[config.mk]
export PLATFORM = sky130hd
export DESIGN_NAME = game_alu_datapath
export DESIGN_NICKNAME = d
export VERILOG_FILES = /design/src/rtl/game_alu_datapath.sv
export SDC_FILE = /design/constraint.sdc
export NUM_CORES = 1
export LEC_CHECK = 0
export ABC_AREA = 0
export BUFFER_PORTS_ARGS = -buffer_cell sky130_fd_sc_hd__buf_2
export CORE_MARGIN = 2
export CORE_UTILIZATION = 60
export CTS_CLUSTER_DIAMETER = 50
export CTS_CLUSTER_SIZE = 12
export DETAILED_ROUTE_END_ITERATION = 6
export PLACE_DENSITY = 0.79
export SYNTH_ARGS = -nofsm -noshare
export SYNTH_HDL_FRONTEND = slang
export SYNTH_SLANG_ARGS = --single-unit
[constraint.sdc]
create_clock -name clk -period 3.7 [get_ports clk]
set_input_delay 0.555 -clock clk [delete_from_list [all_inputs] [get_ports clk]]
set_output_delay 0.555 -clock clk [all_outputs]
set_load 0.03 [all_outputs]
[src/rtl/game_alu_datapath.sv]
`default_nettype none
// ============================================================================
// Module      : game_alu_datapath
// Description : Operand register bank with an add/sub/mul/cmp execution unit
//               behind a valid/ready command handshake. Multiply is an
//               iterative shift-add taking WIDTH cycles; the other ops
//               complete on the accepting edge.
// Revision    : 1.0 - initial release
// ============================================================================
module game_alu_datapath #(
  parameter  int WIDTH = 8,
  parameter  int NREGS = 4,
  localparam int RSEL  = $clog2(NREGS)
) (
  input  logic             clk,
  input  logic             reset,
  input  logic [WIDTH-1:0] data_in,
  input  logic             ld_en,
  input  logic [RSEL-1:0]  ld_sel,
  input  logic             op_valid,
  output logic             op_ready,
  input  logic [1:0]       op,
  input  logic [RSEL-1:0]  sel_a,
  input  logic [RSEL-1:0]  sel_b,
  input  logic             wb_en,
  input  logic [RSEL-1:0]  wb_sel,
  output logic [WIDTH-1:0] res,
  output logic             res_valid,
  output logic             eq,
  output logic             lt,
  output logic             ovf
);

  localparam logic [1:0] C_OP_ADD = 2'd0;
  localparam logic [1:0] C_OP_SUB = 2'd1;
  localparam logic [1:0] C_OP_MUL = 2'd2;
  localparam logic [1:0] C_OP_CMP = 2'd3;

  // Iteration counter must be able to hold the value WIDTH itself.
  localparam int CW = $clog2(WIDTH + 1);

  typedef enum logic [0:0] {
    S_IDLE = 1'b0,
    S_MUL  = 1'b1
  } state_t;

  state_t r_state;
  state_t w_state_nxt;

  logic [WIDTH-1:0]   r_regs [NREGS];

  // Multiply working set, captured at acceptance so later loads cannot disturb it
  logic [2*WIDTH-1:0] r_mcand;
  logic [WIDTH-1:0]   r_mplier;
  logic [2*WIDTH-1:0] r_acc;
  logic [CW-1:0]      r_cnt;
  logic               r_m_eq;
  logic               r_m_lt;
  logic               r_m_wb_en;
  logic [RSEL-1:0]    r_m_wb_sel;

  logic [WIDTH-1:0]   w_a;
  logic [WIDTH-1:0]   w_b;
  logic [WIDTH:0]     w_sum;
  logic [WIDTH:0]     w_diff;
  logic               w_accept;
  logic               w_mul_last;
  logic [2*WIDTH-1:0] w_step_acc;

  logic               w_done;
  logic [WIDTH-1:0]   w_res;
  logic               w_ovf;
  logic               w_eq;
  logic               w_lt;
  logic               w_wb;
  logic [RSEL-1:0]    w_wb_tgt;

  assign w_a      = r_regs[sel_a];
  assign w_b      = r_regs[sel_b];
  // Extra MSB of the sum is the carry; of the difference it is the borrow.
  assign w_sum    = {1'b0, w_a} + {1'b0, w_b};
  assign w_diff   = {1'b0, w_a} - {1'b0, w_b};
  assign w_accept = op_valid && op_ready;

  assign w_step_acc = r_acc + (r_mplier[0] ? r_mcand : '0);
  assign w_mul_last = (r_state == S_MUL) && (r_cnt == CW'(1));

  // State register
  always_ff @(posedge clk or posedge reset) begin
    if (reset) begin
      r_state <= S_IDLE;
    end else begin
      r_state <= w_state_nxt;
    end
  end

  // Next-state logic and handshake ready
  always_comb begin
    w_state_nxt = r_state;
    op_ready    = 1'b0;
    case (r_state)
      S_IDLE: begin
        op_ready = 1'b1;
        if (op_valid && (op == C_OP_MUL)) begin
          w_state_nxt = S_MUL;
        end
      end
      S_MUL: begin
        if (r_cnt == CW'(1)) begin
          w_state_nxt = S_IDLE;
        end
      end
      default: w_state_nxt = S_IDLE;
    endcase
  end

  // Completion mux: either the final multiply step or a single-cycle op
  always_comb begin
    w_done   = 1'b0;
    w_res    = '0;
    w_ovf    = 1'b0;
    w_eq     = 1'b0;
    w_lt     = 1'b0;
    w_wb     = 1'b0;
    w_wb_tgt = '0;
    if (w_mul_last) begin
      w_done   = 1'b1;
      w_res    = w_step_acc[WIDTH-1:0];
      w_ovf    = |w_step_acc[2*WIDTH-1:WIDTH];
      w_eq     = r_m_eq;
      w_lt     = r_m_lt;
      w_wb     = r_m_wb_en;
      w_wb_tgt = r_m_wb_sel;
    end else if (w_accept && (op != C_OP_MUL)) begin
      w_done   = 1'b1;
      w_eq     = (w_a == w_b);
      w_lt     = (w_a < w_b);
      w_wb     = wb_en;
      w_wb_tgt = wb_sel;
      case (op)
        C_OP_ADD: begin
          w_res = w_sum[WIDTH-1:0];
          w_ovf = w_sum[WIDTH];
        end
        C_OP_SUB: begin
          w_res = w_diff[WIDTH-1:0];
          w_ovf = w_diff[WIDTH];
        end
        C_OP_CMP: begin
          w_res = '0;
          w_ovf = 1'b0;
        end
        default: begin
          w_res = '0;
          w_ovf = 1'b0;
        end
      endcase
    end
  end

  // Register bank: load first, writeback afterwards so writeback wins on a clash
  always_ff @(posedge clk or posedge reset) begin
    if (reset) begin
      for (int i = 0; i < NREGS; i++) begin
        r_regs[i] <= '0;
      end
    end else begin
      if (ld_en) begin
        r_regs[ld_sel] <= data_in;
      end
      if (w_wb) begin
        r_regs[w_wb_tgt] <= w_res;
      end
    end
  end

  // Shift-add multiplier: latch on accept, one partial product per edge
  always_ff @(posedge clk or posedge reset) begin
    if (reset) begin
      r_mcand    <= '0;
      r_mplier   <= '0;
      r_acc      <= '0;
      r_cnt      <= '0;
      r_m_eq     <= 1'b0;
      r_m_lt     <= 1'b0;
      r_m_wb_en  <= 1'b0;
      r_m_wb_sel <= '0;
    end else if (w_accept && (op == C_OP_MUL)) begin
      r_mcand    <= {{WIDTH{1'b0}}, w_a};
      r_mplier   <= w_b;
      r_acc      <= '0;
      r_cnt      <= CW'(WIDTH);
      r_m_eq     <= (w_a == w_b);
      r_m_lt     <= (w_a < w_b);
      r_m_wb_en  <= wb_en;
      r_m_wb_sel <= wb_sel;
    end else if (r_state == S_MUL) begin
      r_acc    <= w_step_acc;
      r_mcand  <= {r_mcand[2*WIDTH-2:0], 1'b0};
      r_mplier <= {1'b0, r_mplier[WIDTH-1:1]};
      r_cnt    <= r_cnt - CW'(1);
    end
  end

  // Result outputs update only on completion and otherwise hold
  always_ff @(posedge clk or posedge reset) begin
    if (reset) begin
      res       <= '0;
      res_valid <= 1'b0;
      eq        <= 1'b0;
      lt        <= 1'b0;
      ovf       <= 1'b0;
    end else begin
      res_valid <= w_done;
      if (w_done) begin
        res <= w_res;
        eq  <= w_eq;
        lt  <= w_lt;
        ovf <= w_ovf;
      end
    end
  end

endmodule
`default_nettype wire

==> metrics.cfg, run 1 <==
[drt]
drc = 0
finalWirelength_um = 14500
drtIter0Drc = 316
post_drt_via_cell_ratio = 6.20
detail-route-antenna-nets = 0
post_drt_wl_per_cell_um = 17.4
first_pass_iters = 6
vias = 5149

[setup_path]
endpoint_kind = flip-flop
reg2reg_depth = 10
rrSetupSlack_ns = 0.63
r2r-start = r_regs[9]$_DFF_PP0_
criticalPathCategory = in2reg
worstPathMaxFanout = 7
cp.required_ns = 3.94
crit_arrival_ns = 3.32
worstSetupStartpointType = input port
rr_endpoint = r_regs[23]$_DFF_PP0_

[synth]
synth_edf_count = 0
ys_seq_area_frac = 0.384
synth_most_common_cell = nand2_1
ys_seq_elements = 94
yosys.area.top_type = dfrtp_1
yosysWarnings = 0
synth_ff_type = dfrtp_1
syn-num-nets = 727
synth_top_area_frac = 0.384
synthArstFlopShare = 1.00
synthTopCellsByArea = dfrtp_1 38%, nand2_1 7.0%, ha_1 6.9%
synth_cells = 667
syn-cell-area_um2 = 6130
synthTopCellsByCount = 114 x nand2_1, 94 x dfrtp_1, 49 x nor2_1
avgSynthCellArea_um2 = 9.18
yosysUniqueCellTypes = 65

[cts]
clk_latency_ns = 0.38
cts_sinks = 94
clk_pin_slew_ns = 0.09
cts_tree = built
cts_made_buffers = 9
cts_hold_buf = 0
post_cts_resized = 0
post-cts-setup-buffers = 0
cts_root_buf = clkbuf_8
cts_buffer_depth = 2
htree_levels = 3

[placed_design]
gp_congestion = 0.904
dpl.cell_count = 816
placed_cell_area_um2 = 6430
detailed_place_hpwl_um = 10800
port_buffers = 35

[die]
start_util = 0.621
ioPinCount = 36
core_um2 = 9860
die_area_um2 = 11000
die_x_um = 105
die_y_um = 105
rows = 36

[power_and_ir_drop]
leakagePower_nw = 3.10
ir_drop_uv = 516
design_power_total_mw = 4.99
p_per_area_nw_per_um2 = 750

[global_route]
antenna_found_initial = 0
grt_max_degree = 62
grt_usage = 0.279
grt_pass1_vias = 5188
grt_remaining_overflow = 0
grt_first_pass_wirelength_um = 24800

[outcome]
status = completed

[sta]
setup_viol = 0
relSlewSlack = 0.323
fin_crit_ns = 3.08
min_period_over_period = 0.831
slew_violations = 0
hold_violations = 0
fin_setup_tns_ns = 0
skew_ns = 0.0112
fmax_ghz = 0.325
rsz0062_at_grt = false
tightest_slew_ns = 1.01

[final_layout]
layout.nets = 754
drive_above_1_share = 0.168
fin_area_um2 = 6650
final_util = 0.674
final_cells = 831
antenna_cells = 0
area_growth_pct = 8.52

[run]
cap_violations = 0

[hold_path]
hold_path.class = in2async

metal layers:
layer / vias to the layer above / wire, um / GRT usage
met2: 200 / 7370 / 0.483
met4: 0 / 277 / 0.0810
met5: - / 0 / 0
met3: 25 / 889 / 0.0636
met1: 2499 / 5930 / 0.350
li1: 2425 / - / -
through the flow:
step,hold slack [ns],setup WS [ns]
floorplan,0.446,0.256
global placement,0.456,0.387
detailed placement,0.462,0.273
CTS,0.316,0.627
global route,0.341,0.460
finish,0.283,0.625
cells by family (layout without fill, tap and decap cells):
kind of cell,count (synthesis),in the layout,synth area share
buffers and inverters,63,94,0.0406
and+or+nand+nor,238,238,0.178
DFF,94,94,0.384
muxes,50,50,0.121
xor gates and xnor gates,16,16,0.0229
adders and majority gates,37,37,0.0792
AOI/OAI and AO/OA,169,169,0.175
how the worst max path moves through the flow:
stage                              startpoint                    to  cells past startpoint
final                                sel_b[0]  r_regs[30]$_DFF_PP0_                     12
after global routing      r_regs[9]$_DFF_PP0_  r_regs[23]$_DFF_PP0_                     10
after CTS                 r_regs[1]$_DFF_PP0_  r_regs[23]$_DFF_PP0_                     10
after detailed placement             sel_a[0]  r_regs[30]$_DFF_PP0_                     11
after global placement               sel_a[0]  r_regs[23]$_DFF_PP0_                     10
after floorplan                      sel_a[0]  r_regs[30]$_DFF_PP0_                     13
power breakdown:
group | switching (mW) | leakage, nW | internal, mW
logic | 1.49 | 1.81 | 1.02
clock network | 0.364 | 0.105 | 0.396
registers | 0.292 | 1.18 | 1.42
total | 2.15 | 3.10 | 2.84
critical path, cell delays in order:
cell and delay, ns:
buf_2 0.13, buf_4 0.19, mux4_2 0.52, inv_1 0.10, ha_1 0.30, nand2b_1 0.17
a21oi_1 0.22, o21bai_1 0.14, a221oi_1 0.40, nor4_1 0.11, a211oi_2 0.31, o21ai_0 0.15
cell usage in the layout (no fill, tap or decap), types with 3 or more instances in the layout:
cell,netlist,layout
o21ai_0,48,48
a21o_1,8,8
buf_2,6,35
mux4_2,16,16
a22oi_1,19,19
and2_1,17,17
o21a_1,3,3
o21bai_1,4,4
a21oi_1,43,43
xnor2_1,12,12
nor3_1,6,6
buf_4,1,11
nor4_1,3,3
dfrtp_1,94,94
ha_1,34,34
nand3_1,14,14
nand2_1,114,114
clkbuf_8,0,10
nor2_1,49,49
inv_1,32,31
nand4_1,3,3
and3_1,5,5
mux2i_1,3,3
fa_1,3,3
nor2b_1,8,8
o22ai_1,6,6
nand2b_1,7,7
a31oi_1,7,7
xor2_1,4,4
a221oi_1,3,3
mux2_2,31,31
registers in the layout, summed over array words and instances (netlist names):
register	cells
eq	1
r_m_wb_sel	2
res	8
r_m_wb_en	1
ovf	1
r_mplier	8
r_state	1
r_cnt	4
r_acc	16
r_mcand	16
lt	1
r_m_eq	1
r_m_lt	1
r_regs	32
res_valid	1
cell type report:
class                   instances  area (um^2)
multi-input cells             510         3520
fillers                       777         3220
flip-flops and latches         94         2350
repair buffers                 46          258
well taps                     133          166
clock buffers                  10          138
inverters                      33          125
clock inverters                 5         83.8
Power figures use the tool's default switching activity.
==> inputs of run 2 (changes only) <==
- ABC_AREA: 0 -> 1
- PLACE_DENSITY: 0.79 -> 0.78
- clock period: 3.7 -> 3 ns (I/O delays scaled with it)
==> run 2 against run 1 <==
Against the previous run:
- routed wire length increased by 17%
- die area increased by 8.7%
- clock skew up 0.0026 ns
- area after synthesis up 9.1%
- via count increased by 22%
- core utilization down 0.62 points
- sequential cell count unchanged
- worst setup slack lost 0.24 ns
- highest routed layer unchanged
==> metrics.cfg, run 2 <==
[cts]
htree_levels = 3
clk_latency_ns = 0.38
cts_made_buffers = 9
post_cts_resized = 0
cts_sinks = 94
post-cts-setup-buffers = 0
cts_tree = built
cts_hold_buf = 0
cts_root_buf = clkbuf_8
clk_pin_slew_ns = 0.09
cts_buffer_depth = 2

[synth]
synthArstFlopShare = 1.00
synthTopCellsByCount = 303 x nand2_1, 158 x inv_1, 94 x dfrtp_1
syn-cell-area_um2 = 6680
synth_ff_type = dfrtp_1
synth_cells = 968
avgSynthCellArea_um2 = 6.90
yosys.area.top_type = dfrtp_1
synth_edf_count = 0
synth_most_common_cell = nand2_1
synthTopCellsByArea = dfrtp_1 35%, nand2_1 17%, inv_1 8.9%
yosysWarnings = 0
ys_seq_area_frac = 0.352
ys_seq_elements = 94
synth_top_area_frac = 0.352
yosysUniqueCellTypes = 38
syn-num-nets = 1028

[drt]
first_pass_iters = 7
post_drt_wl_per_cell_um = 14.7
vias = 6262
detail-route-antenna-nets = 0
drtIter0Drc = 426
drc = 0
finalWirelength_um = 16900
post_drt_via_cell_ratio = 5.45

[global_route]
grt_first_pass_wirelength_um = 27500
antenna_found_initial = 1
top_usage_layer = met2
grt_usage = 0.296
grt_max_degree = 54
grt_remaining_overflow = 0
use_met1 = 0.379
use_met2 = 0.507
use_met3 = 0.0362
grt_pass1_vias = 5786

[final_layout]
drive_above_1_share = 0.0952
final_util = 0.668
reg_top3 = r_regs (32), r_acc (16), r_mcand (16)
n_fill_cell = 1009
area_growth_pct = 8.33
fin_area_um2 = 7240
largest-register = r_regs
layout_commonest_cell = nand2_1
layout.nets = 1063
final_cell_mix = 303 x nand2_1, 157 x inv_1, 94 x dfrtp_1, 73 x nand3_1, 73 x o21ai_0
largest_register_ff_count = 32

[run]
cap_violations = 0

[sta]
fin_setup_tns_ns = 0
fin_crit_ns = 2.62
slew_violations = 0
hold_violations = 0
rsz0062_at_grt = false
holdWs_ns = 0.116
skew_ns = 0.0138
min_period_over_period = 0.872
tightest_slew_ns = 0.643
relSlewSlack = 0.570
fmax_ghz = 0.382
setup_viol = 0

[die]
ioPinCount = 36
die_area_um2 = 12000
die_x_um = 110
start_util = 0.616
rows = 38
die_y_um = 110
core_um2 = 10800

[power_and_ir_drop]
power_frac_seq = 0.343
p_per_area_nw_per_um2 = 827
power.internal_mw = 3.21
comb_power_share = 0.517
p_switching_mw = 2.78
leakagePower_nw = 4.02
ir_drop_uv = 418
clkPwrFrac = 0.140
swShare = 0.465

[placed_design]
gp_congestion = 0.972
placed_cell_area_um2 = 7050
port_buffers = 35
detailed_place_hpwl_um = 13100

[setup_path]
criticalPathCategory = in2reg
worstSetupStartpointType = input port
crit_arrival_ns = 2.90
endpoint_kind = flip-flop
cp.required_ns = 3.28
worstPathMaxFanout = 11

[hold_path]
hold_path.class = in2async

[outcome]
status = completed

## run 2: cells by family after synthesis
kind of cell	after synthesis	share of synthesized area
buffers and inverters	196	0.117
AND/OR/NAND/NOR	450	0.281
XOR/XNOR	9	0.0118
adder cells (fa/ha/maj)	37	0.0727
AO/OA/AOI/OAI	182	0.166
flip-flops	94	0.352
## run 2: area by class of cell
| class | count | area, um^2 | area share |
|---|---|---|---|
| diodes | 1 | 2.50 | 0.000346 |
| clock buffers | 10 | 128 | 0.0176 |
| clock inverters | 6 | 62.6 | 0.00864 |
| inverters | 162 | 611 | 0.0844 |
| multi-input cells | 678 | 3550 | 0.490 |
| flip-flops and latches | 94 | 2350 | 0.325 |
| well taps | 140 | 175 | 0.0242 |
| repair buffers | 58 | 360 | 0.0498 |
## run 2: stage by stage
step	power, mW	worst slack (ns)	instances
after detailed placement	5.13	0.0638	1132
final	5.99	0.384	1149
after CTS	5.98	0.455	1148
after global placement	5.09	0.133	1132
after floorplan	4.33	0.101	968
after global routing	6.50	0.0472	1148
## run 2: final timing paths
path	from	end	slack, ns	cells past startpoint
worst max-delay path	sel_b[0]	r_regs[15]$_DFF_PP0_	0.38	17
worst min-delay path	reset	r_acc[0]$_DFFE_PP0P_	0.12	2
worst max register to register	r_regs[24]$_DFF_PP0_	r_regs[22]$_DFF_PP0_	0.44	18
worst min register to register	res[2]$_DFFE_PP0P_	res[2]$_DFFE_PP0P_	0.48	2
max in group asynchronous	reset	ovf$_DFFE_PP0P_	2.20	3
min in group clk	wb_sel[0]	r_m_wb_sel[0]$_DFFE_PP0P_	0.41	3
## run 2: routing by layer
layer  vias to the layer above  routed length (um)
li1                       3180                   -
met1                      2912                7550
met2                       139                8170
met3                        31                 597
met4                         0                 537
met5                         -                   0
## run 2: critical path, cell delays in order
cell and delay, ns:
buf_2 0.11, inv_1 0.23, buf_4 0.20, nand2_1 0.05, a32oi_1 0.28, inv_1 0.08
ha_1 0.42, inv_1 0.12, a21o_1 0.17, a21oi_1 0.18, nand3_1 0.11, nand3_1 0.09
nand2_1 0.05, nand2_1 0.17, nand3_1 0.10, nand2_1 0.07, inv_1 0.04
## run 2: power by group through the flow
stage | Sequential [mW] | Combinational, mW | Clock, mW
2_1_floorplan | 2.07 | 2.26 | 0
3_3_place_gp | 2.06 | 3.03 | 0
3_5_place_dp | 2.07 | 3.07 | 0
4_1_cts | 2.05 | 3.09 | 0.844
5_1_grt | 2.10 | 3.51 | 0.893
6_report | 2.05 | 3.10 | 0.838
==> inputs of run 3 (changes only) <==
- CORE_MARGIN: 2 -> 1.5
- CORE_UTILIZATION: 60 -> 46
- PLACE_DENSITY: 0.78 -> unset
- RECOVER_POWER: unset -> 50
==> run 3 against run 2 <==
Against the previous run:
- count of clock-buffer cells in the layout did not move
- worst hold slack improved by 0.32 ns
- fmax rose by 0.62%
- combinational power barely moved
- register-to-register slack improved by 0.08 ns
- critical path type unchanged
- the run now ends with capacitance limit, slew limit left
- clock power rose by 40%
- final cell count rose by 3.7%
- non-clock buffer count rose by 3
- worst setup slack improved by 0.016 ns
- final area rose by 2.7%
- sequential cell count did not move
==> metrics.cfg, run 3 (synthesis results as in run 2) <==
[outcome]
status = complete, but fails checks
violations = capacitance limit, slew limit

[sta]
fin_setup_tns_ns = 0
tightest_slew_ns = 2.15
fmax_ghz = 0.385
rsz0062_at_grt = false
skew_ns = 0.00711
slew_violations = 46
relSlewSlack = -0.442
setup_viol = 0
min_period_over_period = 0.867
fin_crit_ns = 2.60
hold_violations = 0

[cts]
post-cts-setup-buffers = 0
cts_buffer_depth = 2
cts_root_buf = clkbuf_16
cts_hold_buf = 0
cts_made_buffers = 9
clk_latency_ns = 0.35
htree_levels = 3
post_cts_resized = 0
cts_sinks = 94
clk_pin_slew_ns = 0.07
cts_tree = built

[final_layout]
largest-register = r_regs
drive_above_1_share = 0.0930
reg_top3 = r_regs (32), r_acc (16), r_mcand (16)
layout.nets = 1066
antenna_cells = 0
n_fill_cell = 1454
final_cells = 1191
layout_commonest_cell = nand2_1
final_cell_mix = 303 x nand2_1, 157 x inv_1, 94 x dfrtp_1, 73 x nand3_1, 73 x o21ai_0
largest_register_ff_count = 32
area_growth_pct = 11.2

[setup_path]
rrSetupSlack_ns = 0.52
worstSetupStartpointType = input port
endpoint_kind = flip-flop
cp.required_ns = 3.25
worstPathMaxFanout = 14
criticalPathCategory = in2reg
crit_arrival_ns = 2.85

[run]
cap_violations = 1

[placed_design]
dpl.cell_count = 1175
gp_congestion = 0.924
port_buffers = 35
detailed_place_hpwl_um = 13700

[die]
rows = 43
start_util = 0.476
die_x_um = 124
ioPinCount = 36
die_y_um = 124
core_um2 = 14000
die_area_um2 = 15300

[global_route]
antenna_found_initial = 0
grt_pass1_vias = 5782
grt_usage = 0.248
grt_first_pass_wirelength_um = 29100
grt_max_degree = 50
grt_remaining_overflow = 0

[drt]
detail-route-antenna-nets = 0
drc = 0
post_drt_wl_per_cell_um = 14.8
vias = 6168
post_drt_via_cell_ratio = 5.18
first_pass_iters = 5
drtIter0Drc = 311
finalWirelength_um = 17600

[power_and_ir_drop]
design_power_total_mw = 6.35
ir_drop_uv = 527
leakagePower_nw = 4.08
p_per_area_nw_per_um2 = 855

[hold_path]
hold_path.class = in2reg

run 3: cell count changes in the layout (fill, tap and decap cells not counted), moves of 3 or more:
cell / change
clkbuf_1: +5
clkbuf_8: -8
clkinvlp_4: -3
clkbuf_16: +9
clkinv_4: +3
buf_2: -6
run 3: final timing paths:
path	cells after the start	end	from
max	16	r_regs[7]$_DFF_PP0_	sel_b[1]
min	3	r_m_wb_en$_DFFE_PP0P_	wb_en
max reg2reg	13	r_regs[13]$_DFF_PP0_	r_mplier[0]$_DFFE_PP0P_
min reg2reg	2	res[0]$_DFFE_PP0P_	res[0]$_DFFE_PP0P_
max in group asynchronous	3	r_regs[30]$_DFF_PP0_	reset
min in group asynchronous	2	r_acc[1]$_DFFE_PP0P_	reset
run 3: report_power, final:
group	total, mW	internal [mW]	switching, mW
clock	1.17	0.674	0.500
combinational	3.13	1.11	2.02
sequential	2.05	1.73	0.320
run 3: cell type report:
class	count	area, um^2	share of cell area
flip-flops and latches	94	2350	0.317
multi-input cells	678	3550	0.477
inverters	162	609	0.0820
clock buffers	10	239	0.0322
clock inverters	6	70.1	0.00943
repair buffers	61	388	0.0522
well taps	180	225	0.0303
run 3: routing by layer:
| layer | share of wire | GRT usage | vias up |
|---|---|---|---|
| met3 | 0.039 | 0.0387 | 20 |
| met2 | 0.47 | 0.420 | 135 |
| met5 | 0 | 0 | - |
| met1 | 0.47 | 0.329 | 2828 |
| li1 | - | - | 3185 |
| met4 | 0.019 | 0.0704 | 0 |
run 3: per-stage QoR:
step	hold WS, ns	util	setup slack [ns]	area [um^2]
after floorplan	0.453	-	0.101	6680
after detailed placement	0.465	0.508	0.0788	7130
final	0.431	0.529	0.400	7430
after global routing	0.444	0.529	0.0556	7430
after CTS	0.199	0.530	0.445	7440
after global placement	0.463	0.508	0.0711	7130
run 3: worst max-delay path: stages:
cell	delay (ns)
buf_2	0.11
inv_1	0.34
a21oi_1	0.08
a32oi_1	0.29
inv_1	0.08
ha_1	0.41
inv_1	0.12
a21o_1	0.17
a21oi_1	0.16
nand3_1	0.10
nand3_1	0.10
nand2_1	0.05
nand2_1	0.17
nand3_1	0.10
nand2_1	0.07
inv_1	0.03
